--- src/rtl/rbcp_axi_read_bridge_if.sv ---
// AXI4-Lite read channel (AR + R) between the RBCP read bridge and the
// downstream 8-to-32 read adapter.
interface rbcp_axi_read_bridge_if;
  logic [31:0] araddr;
  logic [2:0]  arprot;
  logic        arvalid;
  logic        arready;
  logic [31:0] rdata;
  logic        rvalid;
  logic        rready;
  logic [1:0]  rresp;

  modport master (
    output araddr, arprot, arvalid, rready,
    input  arready, rdata, rvalid, rresp
  );

  modport slave (
    input  araddr, arprot, arvalid, rready,
    output arready, rdata, rvalid, rresp
  );
endinterface

--- src/rtl/rbcp_axi_read_bridge.sv ---
// SiTCP RBCP byte read -> single-beat 32-bit AXI4-Lite read, with a bounded
// per-transaction timeout and a saturating error counter.
module rbcp_axi_read_bridge #(
  parameter int unsigned TIMEOUT_CYCLES = 255,
  parameter logic [7:0]  TIMEOUT_DATA   = 8'hFF
) (
  input  logic                          clk,
  input  logic                          rst_n,
  input  logic                          rbcp_act,
  input  logic [31:0]                   rbcp_addr,
  input  logic                          rbcp_re,
  output logic [7:0]                    rbcp_rd,
  output logic                          rbcp_ack,
  rbcp_axi_read_bridge_if.master        m_axi,
  output logic [3:0]                    araddr_res,
  output logic [7:0]                    err_cnt
);

  typedef enum logic [1:0] {
    IDLE = 2'd0,
    ADDR = 2'd1,
    DATA = 2'd2,
    ACK  = 2'd3
  } state_t;

  localparam logic [15:0] TMO_LIMIT = 16'(TIMEOUT_CYCLES - 1);

  state_t      state_q, state_d;
  logic [31:0] araddr_q;
  logic [1:0]  lane_q;
  logic [3:0]  res_q;
  logic [15:0] tmo_cnt_q;
  logic        abort_q;
  logic [7:0]  rd_q;
  logic [7:0]  err_q;

  logic start;
  logic r_done;
  logic tmo;
  logic tmo_hit;
  logic aborting;
  logic err_inc;

  assign tmo_hit  = (tmo_cnt_q >= TMO_LIMIT);
  // An RBCP abort may land on the very edge that finishes the transfer.
  assign aborting = abort_q | ~rbcp_act;
  assign err_inc  = (r_done && (m_axi.rresp != 2'b00)) || tmo;

  // NOTE: every signal written here gets a default first; a path that skips
  // an assignment would otherwise infer a latch.
  always_comb begin
    state_d = state_q;
    start   = 1'b0;
    r_done  = 1'b0;
    tmo     = 1'b0;
    case (state_q)
      IDLE: begin
        if (rbcp_re && rbcp_act) begin
          start   = 1'b1;
          state_d = ADDR;
        end
      end
      ADDR: begin
        if (m_axi.arready) begin
          state_d = DATA;
        end else if (tmo_hit) begin
          tmo     = 1'b1;
          state_d = aborting ? IDLE : ACK;
        end
      end
      DATA: begin
        // The handshake has priority over a timeout expiring in the same cycle.
        if (m_axi.rvalid) begin
          r_done  = 1'b1;
          state_d = aborting ? IDLE : ACK;
        end else if (tmo_hit) begin
          tmo     = 1'b1;
          state_d = aborting ? IDLE : ACK;
        end
      end
      ACK:     state_d = IDLE;
      default: state_d = IDLE;
    endcase
  end

  // NOTE: clocked state uses non-blocking assignments only, so every register
  // here updates from values sampled before the edge, whatever the order.
  always_ff @(posedge clk or negedge rst_n) begin
    if (!rst_n) begin
      state_q <= IDLE;
    end else begin
      state_q <= state_d;
    end
  end

  always_ff @(posedge clk or negedge rst_n) begin
    if (!rst_n) begin
      araddr_q  <= 32'h0;
      lane_q    <= 2'b00;
      res_q     <= 4'b0000;
      tmo_cnt_q <= 16'h0;
      abort_q   <= 1'b0;
    end else if (start) begin
      araddr_q  <= {rbcp_addr[31:2], 2'b00};
      lane_q    <= rbcp_addr[1:0];
      res_q     <= 4'b0001 << rbcp_addr[1:0];
      tmo_cnt_q <= 16'h0;
      abort_q   <= 1'b0;
    end else if (state_q == ADDR || state_q == DATA) begin
      if (tmo_cnt_q != 16'hFFFF) begin
        tmo_cnt_q <= tmo_cnt_q + 16'd1;
      end
      if (!rbcp_act) begin
        abort_q <= 1'b1;
      end
    end
  end

  // An aborted read still completes on AXI but does not update the byte
  // presented to SiTCP, since no acknowledge follows it.
  always_ff @(posedge clk or negedge rst_n) begin
    if (!rst_n) begin
      rd_q <= 8'h00;
    end else if (r_done && !aborting) begin
      rd_q <= m_axi.rdata[8*lane_q +: 8];
    end else if (tmo && !aborting) begin
      rd_q <= TIMEOUT_DATA;
    end
  end

  always_ff @(posedge clk or negedge rst_n) begin
    if (!rst_n) begin
      err_q <= 8'h00;
    end else if (err_inc && (err_q != 8'hFF)) begin
      err_q <= err_q + 8'd1;
    end
  end

  // Orphan responses in IDLE are swallowed by holding rready high there.
  assign m_axi.araddr  = araddr_q;
  assign m_axi.arprot  = 3'b000;
  assign m_axi.arvalid = (state_q == ADDR);
  assign m_axi.rready  = (state_q == IDLE) || (state_q == DATA);

  assign rbcp_rd    = rd_q;
  assign rbcp_ack   = (state_q == ACK);
  assign araddr_res = res_q;
  assign err_cnt    = err_q;

endmodule
--- src/flat_wrapper.sv ---
// flat-port wrapper written by rule: the top's interface ports become plain ports
module rbcp_axi_read_bridge_flat 
#(
  parameter int unsigned TIMEOUT_CYCLES = 255,
  parameter logic [7:0]  TIMEOUT_DATA   = 8'hFF
)
  (clk, rst_n, rbcp_act, rbcp_addr, rbcp_re, rbcp_rd, rbcp_ack, araddr_res, err_cnt, m_axi_araddr, m_axi_arprot, m_axi_arvalid, m_axi_rready, m_axi_arready, m_axi_rdata, m_axi_rvalid, m_axi_rresp);
  rbcp_axi_read_bridge_if m_axi_i ();
  input  logic clk;
  input  logic rst_n;
  input  logic rbcp_act;
  input  logic [31:0] rbcp_addr;
  input  logic rbcp_re;
  output logic [7:0] rbcp_rd;
  output logic rbcp_ack;
  output logic [3:0] araddr_res;
  output logic [7:0] err_cnt;
  output wire logic [$bits(m_axi_i.araddr)-1:0] m_axi_araddr;
  output wire logic [$bits(m_axi_i.arprot)-1:0] m_axi_arprot;
  output wire logic [$bits(m_axi_i.arvalid)-1:0] m_axi_arvalid;
  output wire logic [$bits(m_axi_i.rready)-1:0] m_axi_rready;
  input wire logic [$bits(m_axi_i.arready)-1:0] m_axi_arready;
  input wire logic [$bits(m_axi_i.rdata)-1:0] m_axi_rdata;
  input wire logic [$bits(m_axi_i.rvalid)-1:0] m_axi_rvalid;
  input wire logic [$bits(m_axi_i.rresp)-1:0] m_axi_rresp;
  assign m_axi_araddr = m_axi_i.araddr;
  assign m_axi_arprot = m_axi_i.arprot;
  assign m_axi_arvalid = m_axi_i.arvalid;
  assign m_axi_rready = m_axi_i.rready;
  assign m_axi_i.arready = m_axi_arready;
  assign m_axi_i.rdata = m_axi_rdata;
  assign m_axi_i.rvalid = m_axi_rvalid;
  assign m_axi_i.rresp = m_axi_rresp;
  rbcp_axi_read_bridge #(.TIMEOUT_CYCLES(TIMEOUT_CYCLES), .TIMEOUT_DATA(TIMEOUT_DATA)) u_core (.clk(clk), .rst_n(rst_n), .rbcp_act(rbcp_act), .rbcp_addr(rbcp_addr), .rbcp_re(rbcp_re), .rbcp_rd(rbcp_rd), .rbcp_ack(rbcp_ack), .m_axi(m_axi_i), .araddr_res(araddr_res), .err_cnt(err_cnt));
endmodule
--- config.mk ---
export PLATFORM = sky130hd
export DESIGN_NAME = rbcp_axi_read_bridge_flat
export DESIGN_NICKNAME = d
export VERILOG_FILES = /design/src/rtl/rbcp_axi_read_bridge_if.sv /design/src/rtl/rbcp_axi_read_bridge.sv /design/src/flat_wrapper.sv
export SDC_FILE = /design/constraint.sdc
export NUM_CORES = 1
export LEC_CHECK = 0
export CORE_MARGIN = 1.5
export CORE_UTILIZATION = 45
export CTS_CLUSTER_SIZE = 30
export DETAILED_ROUTE_END_ITERATION = 8
export PLACE_DENSITY = 0.85
export SETUP_SLACK_MARGIN = 0.2
export SYNTH_ARGS = -nofsm -noshare
export SYNTH_HDL_FRONTEND = slang
export SYNTH_SLANG_ARGS = --single-unit
--- constraint.sdc ---
create_clock -name clk -period 2.86 [get_ports clk]
set_input_delay 0.715 -clock clk [delete_from_list [all_inputs] [get_ports clk]]
set_output_delay 0.715 -clock clk [all_outputs]
set_load 0.03 [all_outputs]
======== Word level (Yosys, flattened, before mapping) ========
Index checks and enable logic that the tools add are counted.
operators by class
  add/sub/neg operators ................... 2
  $lt $le $gt $ge ......................... 1
  equality and inequality tests ........... 7
  shift operators ......................... 2
  mux-type cells .......................... 22
  bitwise operators ....................... 2
  reductions and logical operators ........ 16
operator list
  operator                 count
  $mux W16                 3
  $shiftx A32 B6 Y8        1
  $add A16 B1 Y16 const B  1
  $ge A16 B8 Y1 const B    1
  $mux W8                  2
  $ne A16 B16 Y1 const B   1
  $mux W1                  10
  $mux W2                  5
  $add A8 B1 Y8 const B    1
  $ne A8 B8 Y1 const B     1
  $pmux W2 S4              1
  $reduce_bool A2 Y1       4
  $logic_and A1 B1 Y1      5
  $eq A2 B2 Y1 const B     2
  $ne A2 B1 Y1 const B     2
  $reduce_and A2 Y1        2
  $shl A1 B2 Y4 const A    1
  $logic_or A1 B1 Y1       3
  $eq A2 B1 Y1 const B     1
  $logic_not A2 Y1         1
  $pmux W1 S2              1
  $logic_not A1 Y1         1
  $not A1 Y1               1
  $or A1 B1 Y1             1
word-level totals
  bits in registers ....................... 71
  bits of input ports ..................... 72
  output and inout port bits .............. 58

======== Depth between registers and ports, before layout ========
Gate-level depths: netlist of run 1.
  word-level depth ........................ 7
  mapped depth ............................ 8
  mapped depth without buffers ............ 7

======== Worst setup path after synthesis of run 1 ========
OpenSTA, ideal clock, no wires.
  path type ............................... register to register
  start point ............................. register u_core.state_q[1]
  end point ............................... register u_core.tmo_cnt_q[12]
  setup time .............................. 0.132 ns
  arrival ................................. 1.864 ns
  required time ........................... 2.728 ns
  slack ................................... 0.864 ns
  stages on the path, launching flop included .. 9
  cells stage by stage .................... dfrtp_1 inv_1 ha_1 buf_2 nand4_1 or3_1 or3b_1 xor2_1 nor2_1
on the way
  word-level cells in the longest chain between the ends .. 4
  elaborated cells on any way between the ends .. 9
  classes of those cells .................. eq/ne (2); mux (2); reduce/logical (5)
ends and longest elaborated chain
  what                                           RTL line                                                 RTL
  start: declaration                             rbcp_axi_read_bridge.sv:28                               state_t state_q, state_d;
  start signal: assignment                       rbcp_axi_read_bridge.sv:92                               state_q <= state_d;
  $eq A2 B1 Y1 (tied with other cells)           rbcp_axi_read_bridge.sv:109                              end else if (state_q == ADDR || state_q == DATA) begin
  $logic_or A1 B1 Y1 or $mux W1 (tied branches)  rbcp_axi_read_bridge.sv:109, rbcp_axi_read_bridge.sv:56
  $reduce_bool A2 Y1 (no line)                   --
  $reduce_and A2 Y1 (no line)                    --
  end signal: assignment                         rbcp_axi_read_bridge.sv:111                              tmo_cnt_q <= tmo_cnt_q + 16'd1;
  end: declaration                               rbcp_axi_read_bridge.sv:32                               logic [15:0] tmo_cnt_q;
Parallel ways exist; a longest one is shown, timed or not.
A chain may end at the register's enable or synchronous reset.

======== Worst setup path after layout of run 1 ========
  start point ............................. register u_core.state_q[1]
  end point ............................... output port m_axi_arvalid
on the way
  word-level cells in the longest chain between the ends .. 1
ends and longest elaborated chain
  what              RTL line                     RTL
  $eq A2 B1 Y1      rbcp_axi_read_bridge.sv:142  assign m_axi.arvalid = (state_q == ADDR);
  end: declaration  flat_wrapper.sv:20           output wire logic [$bits(m_axi_i.arvalid)-1:0] m_axi_arvalid;
Every way passes these cells.

==> impl_metrics.env, run 1 <==
export IMPL_status="finished clean"
export IMPL_grt_pass1_vias=3126
export IMPL_nets=577
export IMPL_synth_seq_cells=71
export IMPL_layout_min_cycle_time_ps=2575
export IMPL_synth_adder_area_share=0.02504
export IMPL_vdd_drop_max_uv=572.5
export IMPL_fp_dieW_um=91.16
export IMPL_fp_dieH_um=91.16
export IMPL_synth_cell_types=47
export IMPL_leakage_nw=2.288
export IMPL_n_antenna_cell=0
export IMPL_antenna_found_initial=0
export IMPL_final_setup_tns_ps=0
export IMPL_clock_sinks=71
export IMPL_drive_gt1_frac=0.07769
export IMPL_clock_latency_ps=350
export IMPL_numCtsBuffers=9
export IMPL_power_density_nw_per_um2=960.1
export IMPL_dp_cells=586
export IMPL_avgRoutedWirePerCell_um=14.68
export IMPL_crit_required_ps=2140
export IMPL_synth_seq_area_share=0.5081
export IMPL_cp_end_kind="primary output"
export IMPL_synthMuxAreaShare=0.06082
export IMPL_fin_skew_ps=6.848
export IMPL_worst_setup_path_type="reg2out"
export IMPL_startpoint_type="flip-flop"
export IMPL_critPathMaxStageDelay_ps=710
export IMPL_hold_buffers=0
export IMPL_initial_core_util=0.4745
export IMPL_drc=0
export IMPL_min_path_type="reg2reg"
export IMPL_area_growth_pct=43.51
export IMPL_synth_top_family_by_area="simple AND/OR/NAND/NOR gates"
export IMPL_max_cap_violations=0
export IMPL_slowest_stage="clkdlybuf4s50_1"
export IMPL_cts_resized=1
export IMPL_antenna_left=0
export IMPL_hold_viol_final=0
export IMPL_rsz0062_at_grt="no"
export IMPL_relSlewSlack=0.4085
export IMPL_timing_final_crit_share=0.9003
export IMPL_overflow=0
export IMPL_core_area_um2=7370
export IMPL_vias=3088
export IMPL_hpwl_mm=6.509
export IMPL_post_cts_buffers=0
export IMPL_dr_first_iter_drc_count=178
export IMPL_num_rows=31
export IMPL_stdcell_area_um2=5019
export IMPL_critPathArrivalTime_ps=1860
export IMPL_clk_transition_reported_paths_ps=70
export IMPL_clockRootBuffer="clkbuf_8"
export IMPL_gp_congestion=0.8727
export IMPL_die_area_um2=8309
export IMPL_syn_cell_area_um2=3497
export IMPL_fmax_ghz=0.3884
export IMPL_routed_wl_mm=8.823
export IMPL_synthSimpleGateAreaFrac=0.2501
export IMPL_avgSynthCellArea_um2=9.376
export IMPL_drv_slew=0
export IMPL_grt_pass1_wl_mm=14.69
export IMPL_stdcell_count=601
export IMPL_cts_htree_levels=3
export IMPL_cts_tree="built"
export IMPL_final_common_cell="clkdlybuf4s50_1"
export IMPL_synth_xor_area_frac=0.04508
export IMPL_finalSetupViolCount=0
export IMPL_final_cell_mix="clkdlybuf4s50_1 (122), nand2_1 (117), dfrtp_1 (71)"
export IMPL_place_area_um2=4841
export IMPL_worst_slew_pin_slew_ps=887.2
export IMPL_io_pins=130
export IMPL_clockBufferDepth=2
export IMPL_syn_inst=373
export IMPL_io_buffer_count=124
export IMPL_worstPathMaxFanout=4
export IMPL_track_usage=0.2242
export IMPL_crit_chain="inv_1 -> ha_1 -> clkdlybuf4s50_1"
export IMPL_ys_warn_count=0
export IMPL_detail_route_first_pass_iterations=4
export IMPL_synth_compound_area_frac=0.07370
export IMPL_routed_via_density=5.138
export IMPL_grt_max_degree=72
export IMPL_nFillCells=578
==> layout make-up <==
class                   instances  area, um^2  share of cell area
clock inverters                 4       47.55            0.009474
multi-input cells             279        1610              0.3209
clock buffers                  11       131.4             0.02618
flip-flops and latches         71        1777              0.3540
inverters                       5       18.77            0.003740
repair buffers                132        1310              0.2610
well taps                      99       123.9             0.02468
==> synthesized netlist by cell type (all sizes together) <==
| master | count | area share |
|---|---|---|
| o21ai | 7 | 0.010 |
| a211oi | 3 | 0.0079 |
| or3b | 1 | 0.0025 |
| nand3b | 2 | 0.0043 |
| inv | 5 | 0.0054 |
| nand3 | 11 | 0.016 |
| a21oi | 16 | 0.024 |
| mux2 | 2 | 0.0064 |
| a2111oi | 3 | 0.0097 |
| xor2 | 7 | 0.018 |
| and3 | 11 | 0.020 |
| nor2b | 3 | 0.0054 |
| nor3 | 3 | 0.0043 |
| conb | 1 | 0.0011 |
| o31ai | 2 | 0.0043 |
| buf | 9 | 0.017 |
| and2 | 2 | 0.0036 |
| clkbuf | 13 | 0.014 |
| o2111a | 1 | 0.0032 |
| nor2 | 34 | 0.036 |
| or4 | 1 | 0.0021 |
| or2 | 1 | 0.0018 |
| dfrtp | 71 | 0.51 |
| or3 | 2 | 0.0036 |
| o211ai | 2 | 0.0043 |
| mux2i | 1 | 0.0029 |
| mux4 | 8 | 0.052 |
| o211a | 1 | 0.0029 |
| a211o | 1 | 0.0025 |
| o311ai | 1 | 0.0025 |
| nand2 | 117 | 0.13 |
| xnor2 | 11 | 0.028 |
| ha | 7 | 0.025 |
| and4 | 2 | 0.0054 |
| nand2b | 2 | 0.0036 |
| nor4 | 3 | 0.0054 |
| nand4 | 5 | 0.011 |
| a311oi | 1 | 0.0025 |
==> logic make-up after synthesis <==
kind of cell / after synthesis
buf+inv: 27
mux: 11
simple gates: 200
other cells: 1
xor+xnor: 18
fa+ha+maj: 7
compound gates: 38
flops: 71
==> critical path, delay by kind of cell (launching register included) <==
kind,cells,cell delay (ps)
adder cells (fa/ha/maj),1,260
flip-flops,1,420
buffers and inverters,2,840
==> metrics by stage <==
step	setup WS [ps]	hold slack [ps]	util	total power, mW
6_report	285.3	474.3	0.6810	4.819
5_1_grt	207.6	489.5	0.6810	5.100
4_1_cts	284.8	480.0	0.6810	4.850
3_5_place_dp	453.8	459.5	0.6569	4.083
3_3_place_gp	500.1	448.1	0.6569	4.007
2_1_floorplan	864.1	419.4	-	3.041
==> where the power goes <==
part           internal (mW)  leakage, nW  switching [mW]
registers               1.37        0.904           0.298
logic                   1.03         1.29            1.36
clock network          0.396       0.0892           0.362
total                   2.80         2.29            2.02
==> flip-flops by register name, indices dropped and copies added (netlist names) <==
name / flops
u_core.rbcp_rd: 8
u_core.lane_q: 2
u_core.err_cnt: 8
u_core.abort_q: 1
u_core.araddr_res: 4
u_core.tmo_cnt_q: 16
u_core.state_q: 2
u_core.m_axi.araddr: 30
==> path summary, 6_finish.rpt <==
path / from / endpoint / slack [ps] / cells after the start
setup reg to reg: u_core.state_q[1]$_DFFE_PN0P_ / u_core.tmo_cnt_q[12]$_DFFE_PN0P_ / 810 / 7
hold / removal: u_core.m_axi.araddr[17]$_DFFE_PN0P_ / u_core.m_axi.araddr[17]$_DFFE_PN0P_ / 470 / 2
setup / recovery: u_core.state_q[1]$_DFFE_PN0P_ / m_axi_arvalid / 290 / 3
hold reg to reg: u_core.m_axi.araddr[17]$_DFFE_PN0P_ / u_core.m_axi.araddr[17]$_DFFE_PN0P_ / 470 / 2
min in group asynchronous: rst_n / u_core.m_axi.araddr[30]$_DFFE_PN0P_ / 500 / 1
max in group asynchronous: rst_n / u_core.tmo_cnt_q[6]$_DFFE_PN0P_ / 1800 / 1
==> layer usage <==
| layer | share of wire | global-route usage | vias to the layer above | routed length, um |
|---|---|---|---|---|
| met1 | 0.41 | 0.2737 | 1458 | 3643 |
| met2 | 0.50 | 0.3756 | 124 | 4389 |
| met5 | 0 | 0 | - | 0 |
| li1 | - | - | 1491 | - |
| met3 | 0.068 | 0.05779 | 15 | 600 |
| met4 | 0.021 | 0.09375 | 0 | 189 |
No activity file was read; power rests on OpenSTA's default activity.
==> run 2, diff against run 1 <==
--- a/config.mk
+++ b/config.mk
@@ -6,10 +6,11 @@
 export NUM_CORES = 1
 export LEC_CHECK = 0
 export CORE_MARGIN = 1.5
-export CORE_UTILIZATION = 45
+export CORE_UTILIZATION = 46
+export CTS_BUF_LIST = sky130_fd_sc_hd__clkbuf_2 sky130_fd_sc_hd__clkbuf_4 sky130_fd_sc_hd__clkbuf_8
 export CTS_CLUSTER_SIZE = 30
 export DETAILED_ROUTE_END_ITERATION = 8
-export PLACE_DENSITY = 0.85
+export PLACE_DENSITY = 0.87
 export SETUP_SLACK_MARGIN = 0.2
 export SYNTH_ARGS = -nofsm -noshare
 export SYNTH_HDL_FRONTEND = slang
==> impl_metrics.env, run 2 (synthesis results as in run 1) <==
export IMPL_status="finished clean"
export IMPL_finalSetupViolCount=0
export IMPL_grt_pass1_vias=3162
export IMPL_largest_reg_flops=30
export IMPL_dr_first_iter_drc_count=250
export IMPL_place_area_um2=4828
export IMPL_layout_min_cycle_time_ps=2566
export IMPL_clockRootBuffer="clkbuf_8"
export IMPL_drv_slew=0
export IMPL_stdcell_count=600
export IMPL_area_growth_pct=43.69
export IMPL_detail_route_first_pass_iterations=4
export IMPL_multi_input_area_um2=1610
export IMPL_grt_max_degree=72
export IMPL_final_common_cell="clkdlybuf4s50_1"
export IMPL_fmax_ghz=0.3896
export IMPL_ff_latch_area_um2=1777
export IMPL_clock_sinks=71
export IMPL_hold_viol_final=0
export IMPL_fin_skew_ps=9.859
export IMPL_cts_htree_levels=3
export IMPL_n_antenna_cell=0
export IMPL_drc=0
export IMPL_gp_congestion=0.9127
export IMPL_timing_final_crit_share=0.8974
export IMPL_initial_core_util=0.4796
export IMPL_vdd_drop_max_uv=492.3
export IMPL_antenna_found_initial=0
export IMPL_routed_via_density=5.265
export IMPL_avgRoutedWirePerCell_um=14.76
export IMPL_core_area_um2=7292
export IMPL_grt_pass1_wl_mm=14.79
export IMPL_dp_cells=586
export IMPL_rsz0062_at_grt="no"
export IMPL_fp_dieW_um=90.19
export IMPL_overflow=0
export IMPL_crit_required_ps=2140
export IMPL_vias=3159
export IMPL_numCtsBuffers=9
export IMPL_final_setup_tns_ps=0
export IMPL_worst_slew_pin_slew_ps=877.2
export IMPL_track_usage=0.2278
export IMPL_critPathArrivalTime_ps=1850
export IMPL_drive_gt1_frac=0.07984
export IMPL_fp_dieH_um=90.19
export IMPL_nFillCells=545
export IMPL_cts_tree="built"
export IMPL_clock_latency_ps=350
export IMPL_clk_transition_reported_paths_ps=80
export IMPL_clockBufferDepth=2
export IMPL_min_path_type="reg2reg"
export IMPL_nets=577
export IMPL_relSlewSlack=0.4152
export IMPL_post_cts_buffers=0
export IMPL_power_density_nw_per_um2=963.3
export IMPL_routed_wl_mm=8.853
export IMPL_cp_end_kind="primary output"
export IMPL_hold_slack_ps=468.7
export IMPL_worstPathMaxFanout=7
export IMPL_leakage_nw=2.312
export IMPL_startpoint_type="flip-flop"
export IMPL_stdcell_area_um2=5025
export IMPL_die_area_um2=8134
export IMPL_antenna_left=0
export IMPL_io_buffer_count=124
export IMPL_max_cap_violations=0
export IMPL_hpwl_mm=6.489
export IMPL_worst_setup_path_type="reg2out"
export IMPL_final_cell_mix="clkdlybuf4s50_1 (121), nand2_1 (117), dfrtp_1 (71)"
export IMPL_io_pins=130
export IMPL_num_rows=31
==> run 2: area by class of cell <==
class / count / area share
Inverter: 5 / 0.003735
Timing Repair Buffer: 132 / 0.2587
Sequential cell: 71 / 0.3536
Clock buffer: 11 / 0.03013
Clock inverter: 3 / 0.008715
Multi-Input combinational cell: 279 / 0.3205
Tap cell: 99 / 0.02465
==> run 2: worst paths after layout <==
kind,startpoint,to,slack [ps],cells past startpoint
max,u_core.state_q[1]$_DFFE_PN0P_,m_axi_rready,290,4
min,u_core.araddr_res[2]$_DFFE_PN0P_,u_core.araddr_res[2]$_DFFE_PN0P_,470,2
max reg2reg,u_core.state_q[1]$_DFFE_PN0P_,u_core.tmo_cnt_q[12]$_DFFE_PN0P_,730,7
min reg2reg,u_core.araddr_res[2]$_DFFE_PN0P_,u_core.araddr_res[2]$_DFFE_PN0P_,470,2
max in group asynchronous,rst_n,u_core.err_cnt[0]$_DFFE_PN0P_,1810,1
min in group asynchronous,rst_n,u_core.tmo_cnt_q[3]$_DFFE_PN0P_,490,1
==> run 2: stage by stage <==
| step | setup slack [ps] | util | total power [mW] |
|---|---|---|---|
| after global placement | 452.3 | 0.6621 | 3.995 |
| after global routing | 224.9 | 0.6891 | 5.127 |
| final | 293.6 | 0.6891 | 4.841 |
| after CTS | 287.7 | 0.6887 | 4.870 |
| after floorplan | 864.1 | - | 3.041 |
| after detailed placement | 402.7 | 0.6621 | 4.066 |
==> run 2: critical path: stages (launching register included) <==
cell	delay, ps
dfrtp_1	410
inv_1	120
ha_1	300
or2_2	320
dlygate4sd2_1	360
==> run 2: where the power goes <==
part / total (mW) / switching [mW] / internal (mW)
Clock: 0.799 / 0.359 / 0.441
Combinational: 2.37 / 1.35 / 1.02
Sequential: 1.67 / 0.299 / 1.37
Total: 4.84 / 2.01 / 2.83
==> run 2: routing by layer <==
metal  global-route usage  wire, um  part of all wire  vias up
li1                     -         -                 -     1489
met1               0.2769      3606              0.41     1535
met2               0.3889      4542              0.51      119
met3              0.06430       557             0.063       16
met4              0.07672       146             0.016        0
met5                    0         0                 0        -
==> run 2: timing repair <==
item                                    4_1_cts  5_1_grt
resized for setup                             1        1
pin swaps                                     0        0
hold endpoints to repair                      0        0
endpoints found under the setup margin        1        1
hold buffers                                  0        0
==> run 3, diff against run 2 <==
--- a/config.mk
+++ b/config.mk
@@ -10,6 +10,7 @@
 export CTS_BUF_LIST = sky130_fd_sc_hd__clkbuf_2 sky130_fd_sc_hd__clkbuf_4 sky130_fd_sc_hd__clkbuf_8
 export CTS_CLUSTER_SIZE = 30
 export DETAILED_ROUTE_END_ITERATION = 8
+export GPL_TIMING_DRIVEN = 0
 export PLACE_DENSITY = 0.87
 export SETUP_SLACK_MARGIN = 0.2
 export SYNTH_ARGS = -nofsm -noshare
==> constraint.sdc (replaced) <==
create_clock -name clk -period 2.86 [get_ports clk]
set_input_delay 0.429 -clock clk [delete_from_list [all_inputs] [get_ports clk]]
set_output_delay 0.429 -clock clk [all_outputs]
set_load 0.03 [all_outputs]
==> impl_metrics.env, run 3 (synthesis results as in run 1) <==
export IMPL_status="finished clean"
export IMPL_drv_slew=0
export IMPL_track_usage=0.2329
export IMPL_numCtsBuffers=9
export IMPL_total_power_mw=5.056
export IMPL_post_cts_buffers=0
export IMPL_cts_htree_levels=3
export IMPL_drive_gt1_frac=0.07930
export IMPL_startpoint_type="flip-flop"
export IMPL_cts_tree="built"
export IMPL_rr_worst_depth=8
export IMPL_hold_buffers=0
export IMPL_clockRootBuffer="clkbuf_8"
export IMPL_crit_chain="inv_1 -> ha_1 -> or2_2 -> clkdlybuf4s50_1"
export IMPL_drc=0
export IMPL_num_rows=31
export IMPL_routed_via_density=5.154
export IMPL_critPathMaxStageDelay_ps=600
export IMPL_fin_skew_ps=9.041
export IMPL_core_area_um2=7292
export IMPL_max_cap_violations=0
export IMPL_met1_usage=0.2756
export IMPL_antenna_left=0
export IMPL_vias=3175
export IMPL_ff_latch_area_um2=1777
export IMPL_crit_path_start="u_core.state_q[0]$_DFFE_PN0P_"
export IMPL_largest_reg_flops=30
export IMPL_clk_transition_reported_paths_ps=80
export IMPL_nets=591
export IMPL_dr_first_iter_drc_count=210
export IMPL_slowest_stage="clkdlybuf4s50_1"
export IMPL_final_cell_mix="clkdlybuf4s50_1 (123), nand2_1 (117), dfrtp_1 (71)"
export IMPL_rsz0062_at_grt="no"
export IMPL_cp_end_kind="primary output"
export IMPL_overflow=0
export IMPL_die_area_um2=8134
export IMPL_relSlewSlack=0.4178
export IMPL_leakage_nw=2.344
export IMPL_multi_input_area_um2=1609
export IMPL_fmax_ghz=0.3979
export IMPL_avgRoutedWirePerCell_um=14.54
export IMPL_detail_route_first_pass_iterations=4
export IMPL_timing_final_crit_share=0.8788
export IMPL_power_density_nw_per_um2=985.6
export IMPL_layout_min_cycle_time_ps=2513
export IMPL_grt_busiest_layer="met2"
export IMPL_finalSetupViolCount=0
export IMPL_worst_setup_path_type="reg2out"
export IMPL_nFillCells=563
export IMPL_gp_congestion=0.8872
export IMPL_clock_sinks=71
export IMPL_io_pins=130
export IMPL_hpwl_mm=6.697
export IMPL_critPathArrivalTime_ps=2080
export IMPL_min_path_type="in2async"
export IMPL_initial_core_util=0.4796
export IMPL_clock_latency_ps=360
export IMPL_worst_slew_pin_slew_ps=873.3
export IMPL_vdd_drop_max_uv=557.1
export IMPL_hold_slack_ps=191.4
export IMPL_hold_viol_final=0
export IMPL_r2r_setup_slack_ps=520
export IMPL_routed_wl_mm=8.956
export IMPL_fin_ws_ps=346.6
export IMPL_n_antenna_cell=0
export IMPL_grtUsageMet2=0.3990
export IMPL_grt_util_met3=0.06937
export IMPL_rr_endpoint="u_core.tmo_cnt_q[12]$_DFFE_PN0P_"
export IMPL_grt_max_degree=72
export IMPL_antenna_found_initial=0
export IMPL_cts_resized=0
export IMPL_fp_dieH_um=90.19
export IMPL_grt_pass1_wl_mm=15.04
export IMPL_fp_dieW_um=90.19
export IMPL_clockBufferDepth=2
export IMPL_worstPathMaxFanout=7
export IMPL_final_common_cell="clkdlybuf4s50_1"
export IMPL_area_growth_pct=46.69
export IMPL_crit_required_ps=2430
export IMPL_r2r_start="u_core.state_q[1]$_DFFE_PN0P_"
export IMPL_grt_pass1_vias=3211
export IMPL_dp_slack_ps=578.1
export IMPL_io_buffer_count=124
run 3: changes by cell type in the layout (fill, tap and decap cells not counted), sizes merged:
cell and change:
buf +1, bufinv +2, clkbuf +13, clkdlybuf4s50 +2, dlygate4sd2 -1, dlymetal6s2s -1
run 3: worst max-delay path by stage:
stage / end / depth (start not counted)
after floorplan: u_core.tmo_cnt_q[12]$_DFFE_PN0P_ / 8
after global placement: u_core.m_axi.araddr[8]$_DFFE_PN0P_ / 1
after detailed placement: u_core.tmo_cnt_q[12]$_DFFE_PN0P_ / 8
after CTS: m_axi_rready / 4
after global routing: m_axi_rready / 4
final: m_axi_rready / 4
run 3: critical path: cells and delay by family (launching register included):
family / cells / cell delay (ps)
buffers and inverters: 2 / 700
DFF: 1 / 390
and+or+nand+nor: 1 / 340
adders and majority gates: 1 / 300
run 3: stage by stage:
step / utilization / instances / cell area (um^2) / setup TNS (ps)
finish: 0.7035 / 616 / 5130 / 0
global route: 0.7035 / 616 / 5130 / 0
CTS: 0.7035 / 616 / 5130 / 0
detailed placement: 0.6685 / 600 / 4875 / 0
global placement: 0.6688 / 600 / 4877 / -71940
floorplan: - / 377 / 3512 / 0
run 3: area by class of cell:
class	instances	area share
Timing Repair Buffer	124	0.2415
Sequential cell	71	0.3463
Buffer	22	0.02098
Inverter	5	0.003659
Multi-Input combinational cell	279	0.3137
Clock buffer	11	0.02951
Tap cell	99	0.02415
Clock inverter	5	0.02024
run 3: routing by layer:
layer	wire length, um	part of all wire
met5	0	0
met4	191	0.021
met3	642	0.072
met2	4593	0.51
met1	3529	0.39
run 3: where the power goes:
part	leakage, nW	switching [mW]	internal [mW]
Sequential	0.904	0.242	1.37
Combinational	1.31	1.41	1.02
Clock	0.130	0.385	0.627
Total	2.34	2.03	3.02
